`src/rtl/incr_rr_scheduler.sv`:
```
// Round-robin scheduler sharing one 4-bit ripple incrementer across NREQ counters.
// Optional: define INCR_SATURATE_EN to saturate at 4'hF instead of wrapping.
module incr_rr_scheduler #(
    parameter int NREQ = 4,
    parameter int IDXW = 2
) (
    input  logic                 clk,
    input  logic                 rst_n,
    input  logic [NREQ-1:0]      req,
    input  logic [NREQ-1:0]      clr,
    output logic [NREQ-1:0]      gnt,
    output logic [4*NREQ-1:0]    cnt,
    output logic [NREQ-1:0]      ovf,
    output logic                 busy
);

    typedef enum logic {
        S_IDLE = 1'b0,
        S_EXEC = 1'b1
    } state_t;

    state_t            state;
    logic [IDXW-1:0]   ptr;
    logic [IDXW-1:0]   idx;
    logic [3:0]        opnd;

    logic [3:0]        cnt_q [NREQ];
    logic [NREQ-1:0]   ovf_q;

    logic              win_vld;
    logic [IDXW-1:0]   win_idx;

    logic [4:0]        carry;
    logic [3:0]        sum;
    logic [3:0]        wr_val;

    // Rotating priority: the lowest offset from ptr with a request wins.
    always_comb begin
        win_vld = 1'b0;
        win_idx = '0;
        for (int k = NREQ - 1; k >= 0; k--) begin
            for (int i = 0; i < NREQ; i++) begin
                if (req[i] && (i == (int'(ptr) + k) % NREQ)) begin
                    win_vld = 1'b1;
                    win_idx = IDXW'(i);
                end
            end
        end
    end

    // Half-adder chain with the carry-in tied high.
    assign carry[0] = 1'b1;
    for (genvar b = 0; b < 4; b++) begin : g_ha
        assign sum[b]     = opnd[b] ^ carry[b];
        assign carry[b+1] = opnd[b] & carry[b];
    end

`ifdef INCR_SATURATE_EN
    assign wr_val = carry[4] ? 4'hF : sum;
`else
    assign wr_val = sum;
`endif

    // Sequencer: capture winner and operand in IDLE, write back in EXEC.
    always_ff @(posedge clk or negedge rst_n) begin
        if (!rst_n) begin
            state <= S_IDLE;
            ptr   <= '0;
            idx   <= '0;
            opnd  <= '0;
        end else begin
            unique case (state)
                S_IDLE: begin
                    if (win_vld) begin
                        idx   <= win_idx;
                        opnd  <= cnt_q[win_idx];
                        state <= S_EXEC;
                    end
                end
                S_EXEC: begin
                    if (idx == IDXW'(NREQ - 1)) begin
                        ptr <= '0;
                    end else begin
                        ptr <= idx + 1'b1;
                    end
                    state <= S_IDLE;
                end
                default: state <= S_IDLE;
            endcase
        end
    end

    // Per-channel counters; a clear wins over a simultaneous write-back.
    always_ff @(posedge clk or negedge rst_n) begin
        if (!rst_n) begin
            for (int i = 0; i < NREQ; i++) begin
                cnt_q[i] <= '0;
            end
            ovf_q <= '0;
        end else begin
            for (int i = 0; i < NREQ; i++) begin
                if (clr[i]) begin
                    cnt_q[i] <= '0;
                    ovf_q[i] <= 1'b0;
                end else if (state == S_EXEC && idx == IDXW'(i)) begin
                    cnt_q[i] <= wr_val;
                    if (carry[4]) begin
                        ovf_q[i] <= 1'b1;
                    end
                end
            end
        end
    end

    // Grant is a decode of the executing index.
    always_comb begin
        gnt = '0;
        for (int i = 0; i < NREQ; i++) begin
            gnt[i] = (state == S_EXEC) && (idx == IDXW'(i));
        end
    end

    // Flatten the count registers onto the output bus.
    always_comb begin
        cnt = '0;
        for (int i = 0; i < NREQ; i++) begin
            cnt[4*i +: 4] = cnt_q[i];
        end
    end

    assign ovf  = ovf_q;
    assign busy = (state == S_EXEC);

endmodule
```
`config.mk`:
```
export PLATFORM = sky130hd
export DESIGN_NAME = incr_rr_scheduler
export DESIGN_NICKNAME = d
export VERILOG_FILES = /design/src/rtl/incr_rr_scheduler.sv
export SDC_FILE = /design/constraint.sdc
export NUM_CORES = 1
export LEC_CHECK = 0
export CORE_MARGIN = 10
export CORE_UTILIZATION = 45
export CTS_BUF_LIST = sky130_fd_sc_hd__clkbuf_4 sky130_fd_sc_hd__clkbuf_8
export CTS_CLUSTER_DIAMETER = 40
export DETAILED_ROUTE_END_ITERATION = 10
export PLACE_DENSITY = 0.84
export REMOVE_ABC_BUFFERS = 1
export SYNTH_ARGS = -nofsm -noshare
export SYNTH_HDL_FRONTEND = slang
export SYNTH_SLANG_ARGS = --single-unit
```
`constraint.sdc`:
```
create_clock -name clk -period 1.3 [get_ports clk]
set_input_delay 0.26 -clock clk [delete_from_list [all_inputs] [get_ports clk]]
set_output_delay 0.26 -clock clk [all_outputs]
set_load 0.02 [all_outputs]
```
## Yosys cells after proc, flatten, opt, wreduce, memory -nomap -nowiden

Index checks and enable logic that the tools add are counted.
W data, S select, Z words.

- Bits in registers: 29
- Bits of input ports: 10

- $add $sub $neg: 4
- $lt $le $gt $ge: 1
- Equality and inequality tests: 15
- Multiplexer cells: 54
- Bitwise gates (word level): 12
- Reduce and logical (&&, ||, !) cells: 41

Operators with widths:

| cell | count |
|---|---|
| $logic_not A32 Y1 | 4 |
| $mux W4 | 10 |
| $mux W2 | 15 |
| $mux W1 | 27 |
| $logic_and A1 B1 Y1 | 20 |
| $eq A3 B3 Y1 const A | 6 |
| $reduce_bool A2 Y1 | 8 |
| $reduce_and A2 Y1 | 5 |
| $eq A2 B3 Y1 const A | 3 |
| $bmux W4 S2 | 1 |
| $reduce_or A2 Y1 | 3 |
| $add A2 B1 Y2 const B | 2 |
| $add A2 B2 Y2 const B | 2 |
| $eq A2 B2 Y1 const A | 2 |
| $eq A2 B2 Y1 const B | 2 |
| $and A1 B1 Y1 | 3 |
| $and A1 B1 Y1 const A | 3 |
| $ge A3 B3 Y1 const B | 1 |
| $not A2 Y3 | 1 |
| $xor A1 B1 Y1 | 3 |
| $eq A1 B2 Y1 const A | 1 |
| $eq A2 B1 Y1 const B | 1 |
| $logic_not A2 Y1 | 1 |
| $not A1 Y1 | 2 |
| $pmux W1 S2 | 1 |

## Logic depth before layout (Yosys ltp)

Gate-level depths: netlist of run 1.

- Depth in word-level cells: 24
- Mapped depth: 6

## Worst setup path after synthesis of run 1

No wires, ideal clock.

- Kind: reg2reg
- Start point: register state (netlist: busy)
- End point: register opnd[0]
- Library setup time: 0.090 ns
- Data arrival time: 1.307 ns
- Data required time: 1.210 ns
- Setup slack: -0.097 ns
- Cell stages (with the launch flop): 5
- Buffers on the path: 1
- Clock period less this slack: 1.397 ns
- Cell sequence: dfrtp_1 > clkbuf_1 > a21o_1 > or2_1 > o221ai_1

- Longest elaborated chain between the ends: 2

RTL lines:

| item | line | RTL |
|---|---|---|
| start, declared | 22 | `state_t state;` |
| start signal, assigned | 67 | `state <= S_IDLE;` |
| start signal, assigned | 77 | `state <= S_EXEC;` |
| start signal, assigned | 86 | `state <= S_IDLE;` |
| $not A1 Y1 (no line) | -- |  |
| $reduce_and A2 Y1 (no line) | -- |  |
| end signal, assigned | 76 | `opnd <= cnt_q[win_idx];` |
| end, declared | 25 | `logic [3:0] opnd;` |

Every way passes these cells.
A chain may end at the register's enable or synchronous reset.

## Worst setup path after layout of run 1

- Start point: register idx[0]
- End point: output port gnt[0]

- Longest elaborated chain between the ends: 2

RTL lines:

| item | line | RTL |
|---|---|---|
| start, declared | 24 | `logic [IDXW-1:0] idx;` |
| start signal, assigned | 75 | `idx <= win_idx;` |
| $logic_not A2 Y1 | 119 | `gnt[i] = (state == S_EXEC) && (idx == IDXW'(i));` |
| $logic_and A1 B1 Y1 | 119 |  |
| end, declared | 11 | `output logic [NREQ-1:0] gnt,` |

Every way passes these cells.

==> reports/results.tsv, run 1 <==
metric	value	unit
number of diodes	0	
flops & latches, synth	29	
Post-Syn Instances	144	
initial antenna violation count	0	
WL/cell	19.6	um
Final WS setup	-0.311	ns
Leak	1.10	nW
DR vias	1445	
sequential share of the synthesized area	53.1	%
Critical Path Most Common Cell	inv_2	
max incr delay on CP	0.46	ns
PwrDens	1660	nW/um2
power share of the combinational group	52.0	%
root buf cell	clkbuf_4	
Final setup viols	19	
Die H	75.1	um
most frequent cells in the layout	buf_4 (32), dfrtp_1 (27), nand2_1 (26)	
clock network fraction of design power	16.2	%
die width	75.1	um
syn avg cell area	9.49	um2
clock transition at the registers of the reported paths	0.10	ns
cell internal pwr	2.26	mW
Final Skew	0.0139	ns
Net Sw Power	1.41	mW
Clock Sinks	29	
max_cap viols	0	
Final ANT Viol Nets	0	
status	finished, violations left	
first-pass GRT wire length	7.03	mm
RSZ-0062 raised after global routing	true	
DP Cell Count	236	
CP Max Fanout	4	
CTS tree	done	
slowest CP cell	dfrtp_2	
drt first pass iters	4	
top cells by area, synth	dfrtp_1 (53%), nand2_1 (9.6%), a21oi_1 (8.4%)	
Worst setup EP type	output port	
share of cells above drive strength 1	52.0	%
clk_lat worst skew	0.34	ns
Peak VDD IR	0.924	mV
failing checks	setup timing	
GR Overflow Total	0	
Seq pwr share	31.8	%
# H-tree levels	2	
I/O pin total	35	
pin count of the biggest net entering global routing	30	
final hold vios	0	
fin cells	252	
Core Region	2830	um2
Cell Area, Synth	1370	um2
port bufs	34	
Initial DRC Count	69	
dpl hpwl	2.96	mm
vias in the first global route	1450	
commonest non-fill, non-tap cell in the layout	buf_4	
Post-route DRC	0	
critical path arrival	1.35	ns
Site Rows	19	
YS warnings	0	
fmax	621	MHz
GP Congestion	0.894	
CP Launch Type	register	
fillers	174	
cts-stage hold buffer count	0	
overall power	3.67	mW
area share of the largest cell type after synthesis	53.1	%
Synth cell types	19	
critical path class	reg -> out	
area grow syn2layout	62.0	%
Worst Hold Class	in -> async	
crit-path cells	inv_2 -> ha_2 -> nand2_2 -> inv_2 -> buf_6	
all-layer global routing usage	16.2	%
Final Critical Period	1.61	ns
die area	5640	um2
footprint of the multi-input gates	748	um2
routed wire length	4.94	mm
library cell with the largest summed area after synthesis	dfrtp_1	
Worst Path Required	1.04	ns
Initial Utilization	48.3	%
Slew Viols, Final	0	
sequential cell area	728	um2
Final #Nets	238	
Switching Fraction	38.3	%
Least-Margin Pin Slew	0.254	ns
routed vias/inst	5.73	
deepest clock path buffer count	2	
Num CTS Buffers	5	
crit share post-route	124	%
headroom to the max-slew limit	83.0	%
-- flip-flops by register name, indices dropped and copies added (netlist names) --
name and count:
busy 1, cnt 16, idx 2, opnd 4, ovf 4, ptr 2
-- critical path: cells and delay by family, from the launching register on --
family | cells | cell delay [ns]
simple gates | 1 | 0.08
flops | 1 | 0.46
buf+inv | 3 | 0.29
fa+ha+maj | 1 | 0.19
-- final timing paths --
check / from / endpoint / slack [ns] / cells past startpoint
min in group clk: ovf[1]$_DFFE_PN0P_ / ovf[1]$_DFFE_PN0P_ / 0.53 / 2
worst min-delay path: rst_n / cnt[15]$_DFFE_PN0P_ / 0.26 / 2
worst max-delay path: idx[0]$_DFFE_PN0P_ / gnt[0] / -0.31 / 5
worst min register to register: ovf[1]$_DFFE_PN0P_ / ovf[1]$_DFFE_PN0P_ / 0.53 / 2
max in group asynchronous: rst_n / idx[0]$_DFFE_PN0P_ / 0.86 / 2
worst max register to register: ptr[0]$_DFFE_PN0P_ / opnd[1]$_DFFE_PN0P_ / -0.31 / 6
-- what timing repair did --
| item | CTS | global route |
|---|---|---|
| endpoints found under the setup margin | 39 | 49 |
| gates cloned | 1 | 0 |
| pin swaps | 5 | 4 |
| buffers inserted | 2 | 7 |
| gates resized for setup | 98 | 54 |
-- cells by family (layout without fill, tap and decap cells) --
kind of cell	Yosys count	in the layout	synth area share (%)
AO/OA/AOI/OAI	35	35	15.0
adder cells (fa/ha/maj)	7	7	6.41
AND/OR/NAND/NOR	53	53	15.2
buffers and inverters	11	88	3.57
multiplexers	9	9	6.69
flip-flops	29	29	53.1
-- layout make-up --
| type | instances | area share (%) |
|---|---|---|
| Tap cell | 31 | 1.75 |
| Timing Repair Buffer | 72 | 27.4 |
| Inverter | 9 | 1.53 |
| Sequential cell | 29 | 32.9 |
| Clock buffer | 7 | 2.66 |
| Multi-Input combinational cell | 104 | 33.8 |
-- synth_stat cells --
cell,n
nand2b_1,1
a211o_1,1
buf_6,1
inv_1,9
dfrtp_1,29
mux2_2,1
nor2_1,15
ha_1,7
clkbuf_1,1
a21o_1,1
a21oi_1,23
mux2i_1,8
a2bb2o_1,1
or2b_1,1
o21ai_0,4
or2_1,1
nand2_1,35
o221ai_1,4
a22o_1,1
-- power groups by stage --
stage | Sequential [mW] | Clock [mW] | Combinational (mW)
floorplan | 1.22 | 0 | 0.555
global placement | 1.13 | 0 | 1.38
detailed placement | 1.14 | 0 | 1.43
CTS | 1.14 | 0.573 | 1.64
global route | 1.18 | 0.625 | 2.02
finish | 1.17 | 0.594 | 1.91
-- layer usage --
metal	track usage, %	vias up	wire length (um)	share of wire (%)
met5	0	-	0	0
met1	17.5	720	1850	37
met4	4.41	0	90	1.8
met3	5.78	15	387	7.8
met2	29.0	70	2610	53
li1	-	640	-	-
-- metrics by stage --
step	setup TNS [ns]	cell area [um2]	hold slack (ns)	utilization (%)	setup slack, ns
global placement	-4.89	1970	0.475	69.7	-0.573
finish	-2.98	2210	0.261	78.2	-0.311
CTS	-1.97	2150	0.286	76.0	-0.260
global route	-4.12	2210	0.272	78.2	-0.360
detailed placement	-5.70	1970	0.490	69.7	-0.630
floorplan	-0.707	1350	-0.0356	-	-0.171
Power figures use the tool's default switching activity.
==> run 2: changes to the inputs <==
- CORE_UTILIZATION: 45 -> 54
- PLACE_DENSITY: 0.84 -> 0.94
- clock period: 1.3 -> 2 ns (I/O delays scaled with it)
==> run 2 against run 1 <==
Effect of this change: the flow now finishes without violations; first-iteration DRC count up 5.8%; count of clock-buffer cells in the layout is the same; clock power down 37%; register-to-register slack better by 0.75 ns; sequential share of layout area up 6.1 points; core utilization is 2.5 points lower; routed wire length down 26%; combinational power fell by 62%; critical endpoint is now busy; largest cell class is now sequential cells; highest routed layer unchanged.
==> reports/results.tsv, run 2 (synthesis gave the netlist of run 1 again) <==
metric	value	unit
Initial DRC Count	73	
critical path class	reg -> out	
Peak VDD IR	0.870	mV
all-layer global routing usage	15.3	%
crit share post-route	95.2	%
R2R setup slack	0.44	ns
status	complete, no violations	
CP Launch Type	register	
commonest non-fill, non-tap cell in the layout	nand2_1	
deepest clock path buffer count	2	
clock transition at the registers of the reported paths	0.09	ns
power share of the combinational group	38.6	%
most frequent cells in the layout	nand2_1 (35), clkdlybuf4s50_1 (30), dfrtp_1 (29)	
WL/cell	16.3	um
CP Max Fanout	9	
slowest CP cell	clkdlybuf4s50_1	
Final setup viols	0	
Final Skew	0.00591	ns
Core Region	2450	um2
max_cap viols	0	
DR vias	1229	
max incr delay on CP	0.66	ns
cell internal pwr	1.17	mW
DP Cell Count	217	
Final ANT Viol Nets	0	
CTS tree	done	
Worst Hold Class	in -> async	
GR Overflow Total	0	
die area	4940	um2
max FFs per register	16	
Leak	0.910	nW
share of cells above drive strength 1	10.8	%
I/O pin total	35	
drt first pass iters	4	
number of diodes	0	
initial antenna violation count	0	
PwrDens	1000	nW/um2
die width	70.3	um
Clock Sinks	29	
Post-route DRC	0	
vias in the first global route	1324	
critical path arrival	1.50	ns
area grow syn2layout	36.1	%
Slew Viols, Final	0	
clk_lat worst skew	0.34	ns
postcts setup bufs	0	
Initial Utilization	55.7	%
final hold slack	0.435	ns
crit-path cells	clkdlybuf4s50_1	
fmax	525	MHz
RSZ-0062 raised after global routing	false	
pin count of the biggest net entering global routing	30	
Post-Layout Inst Area	1860	um2
Least-Margin Pin Slew	0.357	ns
Crit path max-delay family	buffers and inverters	
Site Rows	18	
Num CTS Buffers	5	
first-pass GRT wire length	6.10	mm
Die H	70.3	um
Final #Nets	211	
RR Endpoint	cnt[3]$_DFFE_PN0P_	
Worst setup EP type	output port	
root buf cell	clkbuf_4	
dpl hpwl	2.82	mm
Sum Neg Setup Slack	0	ns
Buf/Inv on CP	1	
fin cells	224	
Seq pwr share	41.2	%
Net Sw Power	0.688	mW
routed vias/inst	5.49	
final hold vios	0	
Worst R2R Path Depth	5	
port bufs	34	
routed wire length	3.65	mm
Switching Fraction	36.9	%
# H-tree levels	2	
clock network fraction of design power	20.2	%
GP Congestion	0.896	
post-placement cell area	1810	um2
Worst Path Required	1.60	ns
headroom to the max-slew limit	76.2	%
Final Critical Period	1.90	ns
fillers	163	
worst r2r src	opnd[0]$_DFFE_PN0P_	
[run 2: worst max path at each step]
stage / from / end / slack, ns / cells past startpoint
5_1_grt: idx[0]$_DFFE_PN0P_ / gnt[3] / 0.02 / 4
3_3_place_gp: req[0] / opnd[1]$_DFFE_PN0P_ / -0.03 / 7
3_5_place_dp: req[0] / opnd[2]$_DFFE_PN0P_ / -0.12 / 7
4_1_cts: idx[0]$_DFFE_PN0P_ / gnt[2] / 0.04 / 5
2_1_floorplan: req[0] / opnd[0]$_DFFE_PN0P_ / 0.48 / 5
6_report: busy$_DFF_PN0_ / busy / 0.1 / 1
[run 2: power by group through the flow]
stage / Combinational [mW] / Sequential (mW) / Clock [mW]
2_1_floorplan: 0.361 / 0.794 / 0
3_3_place_gp: 0.705 / 0.774 / 0
3_5_place_dp: 0.726 / 0.780 / 0
4_1_cts: 0.719 / 0.768 / 0.384
5_1_grt: 0.785 / 0.782 / 0.413
6_report: 0.719 / 0.767 / 0.377
[run 2: through the flow]
step                util (%)  total power, mW  worst slack [ns]
detailed placement      73.8             1.51            -0.120
CTS                     76.0             1.87            0.0417
global route            75.7             1.98            0.0174
finish                  75.7             1.86            0.0958
floorplan                  -             1.15             0.484
global placement        73.8             1.48           -0.0267
[run 2: final cells by class]
| cell class | instances | area [um2] | share of cell area [%] |
|---|---|---|---|
| sequential | 29 | 726 | 39.0 |
| timing repair buffer | 45 | 412 | 22.1 |
| clock buffer | 7 | 58.8 | 3.16 |
| tap | 30 | 37.5 | 2.02 |
| inverter | 9 | 33.8 | 1.82 |
| multi-input combinational | 104 | 592 | 31.8 |
[run 2: metal layers]
layer | GRT usage [%] | vias up | wire (um)
li1 | - | 589 | -
met4 | 6.36 | 0 | 80
met3 | 6.78 | 10 | 302
met2 | 25.0 | 44 | 1810
met1 | 16.7 | 586 | 1460
met5 | 0 | - | 0
[run 2: what timing repair did]
item | in CTS | in global routing
hold buffers | 0 | 0
resized for setup | 4 | 5
setup endpoints to repair | 4 | 3
==> run 3: changes to the inputs <==
- SLEW_MARGIN: unset -> 10
==> results of run 3 <==
Final layout, timing and power as in run 2 (identical DEF).
